**src/rtl/bus_ctrl_rr.sv**
```systemverilog
// rtl/bus_ctrl_rr.sv - round-robin shared-bus controller with address decode and bus timeout
module bus_ctrl_rr #(
    parameter int N_M    = 4,
    parameter int N_S    = 8,
    parameter int DW     = 32,
    parameter int AW     = 30,
    parameter int TO_CYC = 255
) (
    input  logic                clk_i,
    input  logic                rst_ni,
    input  logic [N_M-1:0]      mreq_i,
    input  logic [N_M-1:0]      m_as_i,
    input  logic [N_M-1:0]      m_rw_i,
    input  logic [N_M*AW-1:0]   m_addr_i,
    input  logic [N_M*DW-1:0]   m_wr_data_i,
    output logic [N_M-1:0]      grnt_o,
    output logic [N_S-1:0]      s_chip_o,
    output logic [AW-1:0]       s_addr_o,
    output logic                s_as_o,
    output logic                s_rw_o,
    output logic [DW-1:0]       s_wr_data_o,
    input  logic [N_S-1:0]      s_rdy_i,
    input  logic [N_S*DW-1:0]   s_rd_data_i,
    output logic [DW-1:0]       m_rd_data_o,
    output logic                m_rdy_o,
    output logic                m_err_o
);
    localparam int SEL_W = $clog2(N_S);
    localparam int PW    = $clog2(N_M);
    localparam int CW    = $clog2(TO_CYC + 1);

    typedef enum logic {IDLE, OWN} state_e;

    state_e         state_q, state_d;
    logic [N_M-1:0] grnt_q, grnt_d;
    logic [PW-1:0]  ptr_q, ptr_d;
    logic [CW-1:0]  cnt_q, cnt_d;

    logic [N_M-1:0]   win_oh;
    logic [PW-1:0]    win_next;
    logic             any_req;
    logic             owner_req;
    logic [SEL_W-1:0] sel;
    logic             sel_rdy;
    logic             timeout;

    // First requester at or after ptr wins; ptr then points just past it.
    always_comb begin
        logic [PW-1:0] idx;
        logic          found;
        win_oh   = '0;
        win_next = '0;
        found    = 1'b0;
        idx      = '0;
        any_req  = |mreq_i;
        for (int k = 0; k < N_M; k++) begin
            idx = PW'((int'(ptr_q) + k) % N_M);
            if (!found && mreq_i[idx]) begin
                found       = 1'b1;
                win_oh[idx] = 1'b1;
                win_next    = PW'((int'(idx) + 1) % N_M);
            end
        end
    end

    always_comb begin
        s_addr_o    = '0;
        s_as_o      = 1'b0;
        s_rw_o      = 1'b0;
        s_wr_data_o = '0;
        owner_req   = 1'b0;
        for (int i = 0; i < N_M; i++) begin
            if (grnt_q[i]) begin
                s_addr_o    = m_addr_i[i*AW +: AW];
                s_as_o      = m_as_i[i];
                s_rw_o      = m_rw_i[i];
                s_wr_data_o = m_wr_data_i[i*DW +: DW];
                owner_req   = mreq_i[i];
            end
        end
    end

    assign sel      = s_addr_o[AW-1 -: SEL_W];
    assign sel_rdy  = s_rdy_i[sel];
    assign timeout  = (cnt_q == CW'(TO_CYC - 1));
    assign m_rdy_o  = s_as_o & (sel_rdy | timeout);
    assign m_err_o  = s_as_o & ~sel_rdy & timeout;
    assign s_chip_o = s_as_o ? (N_S'(1) << sel) : '0;
    assign m_rd_data_o = (s_as_o && !m_err_o) ? s_rd_data_i[sel*DW +: DW] : '0;
    assign grnt_o   = grnt_q;

    always_comb begin
        state_d = state_q;
        grnt_d  = grnt_q;
        ptr_d   = ptr_q;
        case (state_q)
            IDLE: begin
                if (any_req) begin
                    state_d = OWN;
                    grnt_d  = win_oh;
                    ptr_d   = win_next;
                end
            end
            OWN: begin
                // Handover happens on the same edge the owner releases: no dead cycle.
                if (!owner_req) begin
                    if (any_req) begin
                        grnt_d = win_oh;
                        ptr_d  = win_next;
                    end else begin
                        state_d = IDLE;
                        grnt_d  = '0;
                    end
                end
            end
            default: begin
                state_d = IDLE;
                grnt_d  = '0;
            end
        endcase
        cnt_d = (s_as_o && !m_rdy_o && (grnt_d == grnt_q)) ? cnt_q + 1'b1 : '0;
    end

    always_ff @(posedge clk_i or negedge rst_ni) begin
        if (!rst_ni) begin
            state_q <= IDLE;
            grnt_q  <= '0;
            ptr_q   <= '0;
            cnt_q   <= '0;
        end else begin
            state_q <= state_d;
            grnt_q  <= grnt_d;
            ptr_q   <= ptr_d;
            cnt_q   <= cnt_d;
        end
    end
endmodule

```
**config.mk**
```make
export PLATFORM = sky130hd
export DESIGN_NAME = bus_ctrl_rr
export DESIGN_NICKNAME = d
export VERILOG_FILES = /design/src/rtl/bus_ctrl_rr.sv
export SDC_FILE = /design/constraint.sdc
export NUM_CORES = 1
export LEC_CHECK = 0
export BUFFER_PORTS_ARGS = -buffer_cell sky130_fd_sc_hd__buf_4
export CORE_AREA = 2 2 249 251
export DETAILED_ROUTE_END_ITERATION = 12
export DIE_AREA = 0 0 251 253
export PLACE_DENSITY = 0.4
export REMOVE_ABC_BUFFERS = 1
export SLEW_MARGIN = 10
export SYNTH_ARGS = -nofsm -noshare
export SYNTH_HDL_FRONTEND = slang
export SYNTH_SLANG_ARGS = --single-unit
export TNS_END_PERCENT = 50
```
**constraint.sdc**
```tcl
create_clock -name clk_i -period 4.4 [get_ports clk_i]
set_input_delay 0.88 -clock clk_i [delete_from_list [all_inputs] [get_ports clk_i]]
set_output_delay 0.88 -clock clk_i [all_outputs]
set_load 0.1 [all_outputs]
```
Word level (Yosys, flattened, before mapping):

Index checks and enable logic that the tools add are counted.

* div/mod/pow operators: 0
* bitwise operators: 9
* add/sub/neg operators: 7
* magnitude comparators: 9
* shifts and indexed selects: 2
* eq/ne operators: 3
* multipliers: 0
* mux-type cells: 62
* reduce and logical (&&, ||, !) cells: 16

Operators with widths (count)
* $shiftx 256x9->32: 1
* $mux 32: 5
* $mux 30: 4
* $mux 4: 7
* $mux 1: 26
* $mux 8: 2
* $lt 2x3->1 const B: 4
* $mux 2: 6
* $or 4x4->4: 3
* $logic_and 1x1->1: 10
* $add 2x1->2 const B: 4
* $add 8x1->8 const B: 1
* $bmux 1 s2: 4
* $demux 1 s2: 4
* $eq 8x8->1 const B: 1
* $ge 2x1->1 const B: 4
* $pmux 4 s2: 1
* $shl 1x3->8 const A: 1
* $logic_not 1->1: 5
* $add 2x2->2 const B: 2
* $eq 4x4->1: 1
* $lt 3x4->1 const B: 1
* $pmux 2 s2: 1
* $reduce_or 4->1: 1
* 6 further kinds: 9

* flip-flop bits (word level): 15
* bits in writable memories: 0
* memories: 0
* word-level logic and storage cells: 112
* input bits: 526
* memory bits (read-only): 0
* bits in latches: 0

Longest topological paths before layout:

Gate-level depths: netlist of run 1.

* depth in word-level cells: 18
* mapped depth: 11
* mapped depth without buffers: 8

Least setup slack after synthesis of run 1:

Ideal clock, no wire load.

* path type: register to output
* start: reg grnt_q[0] (netlist: grnt_o[0])
* end: out m_err_o
* path buffers: 2
* required time: 3520 ps
* slack: -3867 ps
* stages on the path, launching flop included: 7
* data arrival time: 7387 ps
* path through: dfrtp_1 buf_2 nor2b_1 clkbuf_1 a221oi_1 o31ai_1 nor4b_1

* elaborated cells between the ends (all ways): 13
* those cells by class: 10 x mux; 3 x bitwise

RTL lines
* from (decl): line 35 `logic [N_M-1:0] grnt_q, grnt_d;`
* from (signal assigned): line 132 `grnt_q <= grnt_d;`
* $mux 1 (4 in series): line 73 `if (grnt_q[i]) begin`
* via s_as_o: line 19 `output logic s_as_o,`
* $and 1x1->1 (2 in series): line 87 `assign m_err_o = s_as_o & ~sel_rdy & timeout;`
* to (decl): line 26 `output logic m_err_o`

The timed path passes the listed nets, and every way through them passes these cells. The select of a mux whose other input is x is not followed.

Worst setup path after layout of run 1:

* start: in m_addr_i[59]
* end: out m_rd_data_o[10]

* word-level cells in the longest chain between the ends: 11
* elaborated cells between the ends (all ways): 12
* those cells by class: 1 x shift; 6 x mux; 3 x bitwise; 2 x reduce/logical

Ends and longest elaborated chain
* from (decl): line 14 `input logic [N_M*AW-1:0] m_addr_i,`
* $mux 30 * (3 in series): line 73
* parallel branches: the longest is 7 deep, another holds $shiftx 256x9->32
* $mux 32 *: line 89 `assign m_rd_data_o = (s_as_o && !m_err_o) ? s_rd_data_i[sel*DW +: DW] : '0;`
* to (decl): line 24 `output logic [DW-1:0] m_rd_data_o,`

Every way passes the cells marked *. The select of a mux whose other input is x is not followed.

==> impl_metrics.ini, run 1 <==
[drt]
routed_wl_mm = 39.68
routed.top_layer = met5
drcViolationCount = 0
wl_per_cell_um = 18.82
first_pass_iters = 7
wl_met2_mm = 19.99
met1_length_mm = 16.06
drt_iter0_drc = 483
drtAntennaViolNets = 0
wl_met3_mm = 2.786
vias = 8363
via_per_inst = 3.967

[timing]
drv_slew = 0
worst_pin_slew_ns = 0.8660
max_freq_mhz = 242.1
rsz0062_at_grt = false
fin_crit_sh_pct = 93.87
post-route-min-period_ns = 4.130
hold-worst-slack_ns = 0.4871
hold_viol_final = 0
skew_ns = 0.003456
relSlewSlack_pct = 42.27
setup_viol = 0

[floorplan]
io-pin-count = 636
die_h_um = 253
fp.dieW_um = 251
core_region_area_um2 = 61030
start_util_pct = 8.650
fp-row-count = 91
dieArea_um2 = 63500

[synth]
syn_area_um2 = 5279
synthFlopType = dfrtp_1
yosysSeqAreaShare_pct = 7.111
yosysUniqueCellTypes = 55
synth_top_area_share_pct = 29.01
synth_area_per_cell_um2 = 7.342
synth_seq_cells = 15
synth_common_cells = 144 x nand2_1, 102 x a21oi_1, 68 x mux4_2
syn_inst = 719
yosysTopAreaCell = mux4_2
synthMostInstantiatedCell = nand2_1
yosys_warnings = 0
async_flop_share_pct = 100.0
yosys-top-cells-area = mux4_2 29%, nand2_1 10%, a21oi_1 9.7%
synth_edf_count = 0

[clocking]
cts_hold_buf = 0
htree_num_levels = 1
clock-sinks = 15
cts_tree = done
post_cts_buffers = 0
numCtsBuffers = 3
path_clk_slew_ns = 0.05
cts-resized-gates = 0
clock-root-buffer = clkbuf_16
clk_latency_ns = 0.25
clk_path_buf_depth = 2

[global_routing]
grt_pass1_vias = 8429
grtUsageTotal_pct = 11.42
grt_max_degree = 85
grt_first_pass_wirelength_mm = 55.10
antenna_found_initial = 9
grt_remaining_overflow = 0

[setup_path]
endpoint_kind = output pin
worstPathMaxFanout = 32
critPathLaunchType = input pin
cp_slowest_cell = buf_4
cp_common_cell = buf_4
path_cells = buf_4 -> a21oi_1 -> a221o_1 -> and2_2 -> inv_1 -> a311oi_1 -> buf_4 -> o31ai_4 -> buf_12 -> a21oi_1 -> buf_4
cp_top_family = buffers and inverters
arrival_ns = 3.25
required_ns = 3.52
worst-setup-path-type = in -> out
critPathMaxStageDelay_ns = 0.35
path_buf_inv = 5

[placed_design]
place.gp.congestion = 0.9039
portBuffers = 635
placed_cell_area_um2 = 11030
dp.cells = 2098
dpl.hpwl_mm = 33.69

[power_and_ir_drop]
fin_total_pwr_w = 0.01042
p_leak_nw = 5.052
max-vdd-ir-drop_mv = 0.4161
power.density_nw_per_um2 = 936.1

[hold_path]
hold_path.class = in -> async

[final_layout]
finalNonFillerCells = 2108
layout-area-overhead-vs-synth_pct = 110.9
drive_above_1_share_pct = 57.85
final_area_um2 = 11130
utilization_pct = 18.24
final_nets = 1847

[status]
status = finished, final reports clean

[job]
max_cap_violations = 0
final cells by class:
class	count	area [µm²]
antenna	6	15.01
clock buffer	3	75.07
clock inverter	1	5.005
fill	6902	49890
inverter	14	52.55
multi-input combinational	614	4568
sequential	15	384.1
tap	790	988.4
timing repair buffer	665	5046
through the flow:
step / setup slack [ns] / setup TNS [ns]
after floorplan: -6.823 / -481.05
after global placement: 0.1973 / 0
after detailed placement: 0.2218 / 0
after CTS: 0.1243 / 0
after global routing: 0.06181 / 0
final: 0.2699 / 0
worst register-to-register path: stages (launching register included):
cell,delay [ns]
dfrtp_1,0.49
inv_1,0.14
ha_1,0.41
mux4_2,0.66
a21o_1,0.24
a221oi_2,0.39
nor3_1,0.15
or4_1,0.73
nor4_2,0.33
per-layer routing:
| metal | up-vias | global-route usage (%) |
|---|---|---|
| met5 | - | 0 |
| met4 | 8 | 2.670 |
| met3 | 42 | 2.508 |
| met2 | 358 | 20.08 |
| met1 | 4035 | 14.13 |
| li1 | 3920 | - |
layout by cell type, fill, tap and decap left out, types with 6 or more instances in the layout:
cell / count
buf_4: 660
nand2_1: 144
a21oi_1: 102
mux4_2: 68
o21ai_0: 66
nor2_1: 63
a22oi_1: 60
inv_1: 13
dfrtp_1: 12
nor3_1: 9
nand3_1: 8
nor4_2: 8
ha_1: 8
diode_2: 6
cells by family after synthesis:
kind of cell             synth area share (%)
AO/OA/AOI/OAI                           30.88
XOR/XNOR                               0.9955
adder cells (fa/ha/maj)                 1.896
buffers and inverters                   7.039
flip-flops                              7.111
multiplexers                            29.20
AND/OR/NAND/NOR                         22.87
sequential cells by signal, summed over array words and instances (netlist names):
signal / cells
ptr_q: 2
grnt_o: 4
cnt_q: 8
state_q: 1
where the power goes:
group | switching [W] | total (W) | internal (W)
clock | 0.0000588 | 0.000180 | 0.000121
sequential | 0.000123 | 0.000298 | 0.000175
combinational | 0.00721 | 0.00994 | 0.00273
final timing paths:
kind | from | endpoint | slack [ns] | depth (start not counted)
worst max-delay path | m_addr_i[59] | m_rd_data_o[10] | 0.27 | 11
worst min-delay path | rst_ni | ptr_q[0] | 0.49 | 1
worst max register to register | ptr_q[1] | cnt_q[3] | 0.78 | 8
worst min register to register | cnt_q[0] | cnt_q[0] | 0.57 | 1
max in group asynchronous | rst_ni | grnt_o[2] | 3.70 | 1
min in group clk_i | cnt_q[0] | cnt_q[0] | 0.57 | 1
(Power assumes the default switching activity.)
==> run 2, diff against run 1 <==
clock period = 4.5 ns   (was 4.4 ns; I/O delays follow)
==> run 2 against run 1 <==
- largest cell class unchanged
- hold slack improved by 0.015 ns
- final cell count fell by 0.28%
- utilization fell by 0.11 points
- sequential share of layout area barely moved
==> impl_metrics.ini, run 2 (synthesized netlist as in run 1, its figures left out) <==
[status]
status = finished, final reports clean

[floorplan]
fp-row-count = 91
die_h_um = 253
fp.dieW_um = 251
io-pin-count = 636
core_region_area_um2 = 61030
dieArea_um2 = 63500
start_util_pct = 8.650

[clocking]
cts_tree = done
clock-root-buffer = clkbuf_16
post_cts_buffers = 0
cts-resized-gates = 0
htree_num_levels = 1
clock-sinks = 15
clk_latency_ns = 0.25
numCtsBuffers = 3
cts_hold_buf = 0
path_clk_slew_ns = 0.05
clk_path_buf_depth = 2

[drt]
routed_wl_mm = 38.58
drtAntennaViolNets = 0
routed.top_layer = met5
wl_met2_mm = 19.46
wl_per_cell_um = 18.35
drt_iter0_drc = 651
wl_met3_mm = 3.093
vias = 8240
via_per_inst = 3.920
drcViolationCount = 0
met1_length_mm = 15.23
first_pass_iters = 5

[timing]
rsz0062_at_grt = false
relSlewSlack_pct = 30.63
max_freq_mhz = 242.7
setup_viol = 0
setup_ws_ns = 0.3799
hold-worst-slack_ns = 0.5017
hold_viol_final = 0
worst_pin_slew_ns = 1.039
fin_crit_sh_pct = 91.56
post-route-min-period_ns = 4.120
skew_ns = 0.005121
drv_slew = 0

[final_layout]
layout-area-overhead-vs-synth_pct = 109.6
drive_above_1_share_pct = 57.58
layout_common_cells = 656 x buf_4, 144 x nand2_1, 102 x a21oi_1, 68 x mux4_2, 66 x o21ai_0
final_nets = 1841
finalNonFillerCells = 2102
final_common_cell = buf_4
largest_reg_flops = 8
top_register = cnt_q
utilization_pct = 18.13

[setup_path]
path_buf_inv = 3
endpoint_kind = output pin
arrival_ns = 3.22
path_cells = nand3b_1 -> a221oi_1 -> buf_4 -> or2_4 -> buf_12 -> mux4_2 -> nand2_1 -> a21oi_1 -> buf_4
critPathLaunchType = flop
worstPathMaxFanout = 25
worstSetupStartpoint = grnt_o[1]
required_ns = 3.60
critPathMaxStageDelay_ns = 0.60
worst-setup-path-type = reg -> out
cp_slowest_cell = mux4_2
r2r-start = ptr_q[0]
cp_common_cell = buf_4
cp_top_family = buffers and inverters

[power_and_ir_drop]
p_leak_nw = 5.016
max-vdd-ir-drop_mv = 0.4500
power.density_nw_per_um2 = 909.9
fin_total_pwr_w = 0.01007

[global_routing]
antenna_found_initial = 13
grt_pass1_vias = 8014
grt_max_degree = 74
grtUsageTotal_pct = 11.02
grt_remaining_overflow = 0
grt_first_pass_wirelength_mm = 53.19

[placed_design]
dp.cells = 2092
portBuffers = 635
preCtsSetupSlack_ns = 0.4026
dpl.hpwl_mm = 32.62
place.gp.congestion = 0.9226

[job]
max_cap_violations = 0

[hold_path]
hold_path.class = in -> async
-- run 2: cell count changes in the layout (fill, tap and decap cells not counted) --
cell	previous run	this run
buf_6	1	0
a311oi_2	1	0
a311oi_1	1	2
buf_12	4	3
buf_4	660	656
-- run 2: area by class of cell --
cell class                      instances  area [µm²]
Antenna cell                            6       15.01
Clock buffer                            3       75.07
Clock inverter                          1       5.005
Fill cell                            6893       49960
Inverter                               14       52.55
Multi-Input combinational cell        614        4562
Sequential cell                        15       384.1
Tap cell                              790       988.4
Timing Repair Buffer                  659        4985
-- run 2: path summary, 6_finish.rpt --
path | end | slack (ns) | depth (start not counted)
worst max-delay path | m_rd_data_o[11] | 0.38 | 9
worst min-delay path | ptr_q[1] | 0.50 | 1
worst max register to register | cnt_q[5] | 0.81 | 8
worst min register to register | cnt_q[0] | 0.56 | 1
max in group asynchronous | grnt_o[1] | 3.78 | 1
min in group clk_i | cnt_q[0] | 0.56 | 1
-- run 2: power breakdown --
part | internal (W) | total, W | switching, W
clock | 0.000119 | 0.000180 | 0.0000608
combinational | 0.00261 | 0.00955 | 0.00694
sequential | 0.000170 | 0.000339 | 0.000168
-- run 2: metal layers --
metal  vias up  track usage [%]
met4        10            2.857
met2       363            19.02
li1       3908                -
met1      3913            13.52
met3        46            2.899
met5         -                0
-- run 2: stage by stage --
| stage | setup TNS, ns | instance area (µm²) |
|---|---|---|
| floorplan | -471.77 | 4960 |
| global placement | 0 | 10970 |
| detailed placement | 0 | 10970 |
| CTS | 0 | 11050 |
| global route | 0 | 11070 |
| finish | 0 | 11070 |
==> run 3, diff against run 2 <==
REMOVE_ABC_BUFFERS = unset   (was 1)
==> run 3 against run 2 <==
- clock skew rose by 0.0011 ns
- global-route usage is 3.1 points higher
- die area unchanged
- critical endpoint is now m_rd_data_o[10]
==> impl_metrics.ini, run 3 (synthesized netlist as in run 1, its figures left out) <==
[setup_path]
worstPathMaxFanout = 10
required_ns = 3.60
path_buf_inv = 5
cp_common_cell = buf_4
critPathLaunchType = input pin
cp_slowest_cell = a311oi_1
endpoint_kind = output pin
path_cells = buf_4 -> a211oi_1 -> a211o_1 -> buf_4 -> nand2_1 -> a311oi_1 -> o31ai_4 -> buf_4 -> buf_12 -> a21oi_2 -> buf_4
critPathMaxStageDelay_ns = 0.54
worst-setup-path-type = in -> out
arrival_ns = 3.41
cp_top_family = compound AO/OA/AOI/OAI gates

[clocking]
cts_hold_buf = 0
clock-root-buffer = clkbuf_16
cts_tree = done
numCtsBuffers = 3
clock-sinks = 15
htree_num_levels = 1
clk_latency_ns = 0.25
path_clk_slew_ns = 0.06
clk_path_buf_depth = 2

[floorplan]
dieArea_um2 = 63500
fp-row-count = 91
start_util_pct = 8.650
io-pin-count = 636
die_h_um = 253
core_region_area_um2 = 61030
fp.dieW_um = 251

[final_layout]
multi_input_area_um2 = 4917
utilization_pct = 18.82
seq_area_um2 = 390.4
largest_reg_flops = 8
finalNonFillerCells = 2111
layout_common_cells = 659 x buf_4, 143 x nand2_1, 70 x a21oi_1, 68 x mux4_2, 63 x nor2_1
layout-area-overhead-vs-synth_pct = 117.6
final_nets = 1845
final_common_cell = buf_4
drive_above_1_share_pct = 60.99
fillCellCount = 6964
top_register = cnt_q

[status]
status = finished, final reports clean

[timing]
fin_crit_sh_pct = 95.79
rsz0062_at_grt = false
setup_viol = 0
worst_pin_slew_ns = 1.067
skew_ns = 0.006195
hold-worst-slack_ns = 0.5003
hold_viol_final = 0
relSlewSlack_pct = 28.79
post-route-min-period_ns = 4.310
finalSetupTns_ns = 0
drv_slew = 0
max_freq_mhz = 232.0

[global_routing]
grt_remaining_overflow = 0
grt_max_degree = 76
grtUsageTotal_pct = 14.11
antenna_found_initial = 22
grt_first_pass_wirelength_mm = 64.49
grt_pass1_vias = 8658

[drt]
routed_wl_mm = 48.18
routed.top_layer = met5
drcViolationCount = 0
drt_iter0_drc = 390
wl_per_cell_um = 22.82
first_pass_iters = 4
wl_met3_mm = 3.369
vias = 8405
wl_met2_mm = 26.44
drtAntennaViolNets = 0
via_per_inst = 3.982
met1_length_mm = 16.61

[hold_path]
hold_path.class = in -> async

[power_and_ir_drop]
fin_total_pwr_w = 0.01081
power.density_nw_per_um2 = 940.9
max-vdd-ir-drop_mv = 0.4635
p_leak_nw = 5.070

[placed_design]
portBuffers = 635
dp.cells = 2092
place.gp.congestion = 0.8896
dpl.hpwl_mm = 42.92

[synth]
syn-num-nets = 1253

[job]
max_cap_violations = 0
[run 3: stage by stage]
stage                     instance area (µm²)  setup WS [ns]
after detailed placement                11350        0.03945
after floorplan                          5678        -0.8962
after CTS                               11430        0.03753
final                                   11480         0.1896
after global routing                    11480        0.08391
after global placement                  11350        0.05452
[run 3: report_power, final]
part	switching (W)	internal [W]	total, W
clock	0.0000599	0.000119	0.000179
combinational	0.00754	0.00281	0.0104
sequential	0.0000968	0.000176	0.000273
[run 3: per-layer routing]
| layer | up-vias | track usage [%] |
|---|---|---|
| met4 | 2 | 6.361 |
| met1 | 3973 | 14.43 |
| met2 | 454 | 27.34 |
| met3 | 52 | 2.961 |
| met5 | - | 0 |
| li1 | 3924 | - |
[run 3: repair_timing]
item | CTS | global route
resized for setup | 0 | 0
setup buffers | 0 | 4
setup endpoints to repair | 0 | 15
[run 3: path summary, 6_finish.rpt]
path | slack, ns | endpoint | start | depth (start not counted)
min | 0.50 | ptr_q[0] | rst_ni | 1
min reg2reg | 0.57 | cnt_q[0] | cnt_q[0] | 1
max in group asynchronous | 3.78 | grnt_o[2] | rst_ni | 1
min in group clk_i | 0.57 | cnt_q[0] | cnt_q[0] | 1
max reg2reg | 0.59 | cnt_q[2] | ptr_q[0] | 8
max | 0.19 | m_rd_data_o[10] | m_addr_i[58] | 11
[run 3: area by class of cell]
| class | instances | share of cell area, % |
|---|---|---|
| timing repair buffer | 663 | 43.77 |
| multi-input combinational | 614 | 42.82 |
| tap | 790 | 8.607 |
| sequential | 15 | 3.399 |
| clock buffer | 3 | 0.6537 |
| inverter | 14 | 0.4685 |
| antenna | 11 | 0.2397 |
| clock inverter | 1 | 0.04358 |
[run 3: worst reg2reg max path, stage by stage (launching register included)]
cell and delay (ns):
dfrtp_1 0.62, inv_1 0.13, ha_1 0.43, mux4_2 0.67, a21o_1 0.24, a221oi_2 0.37, nor3_1 0.19, or4_1 0.80
nor4_2 0.35
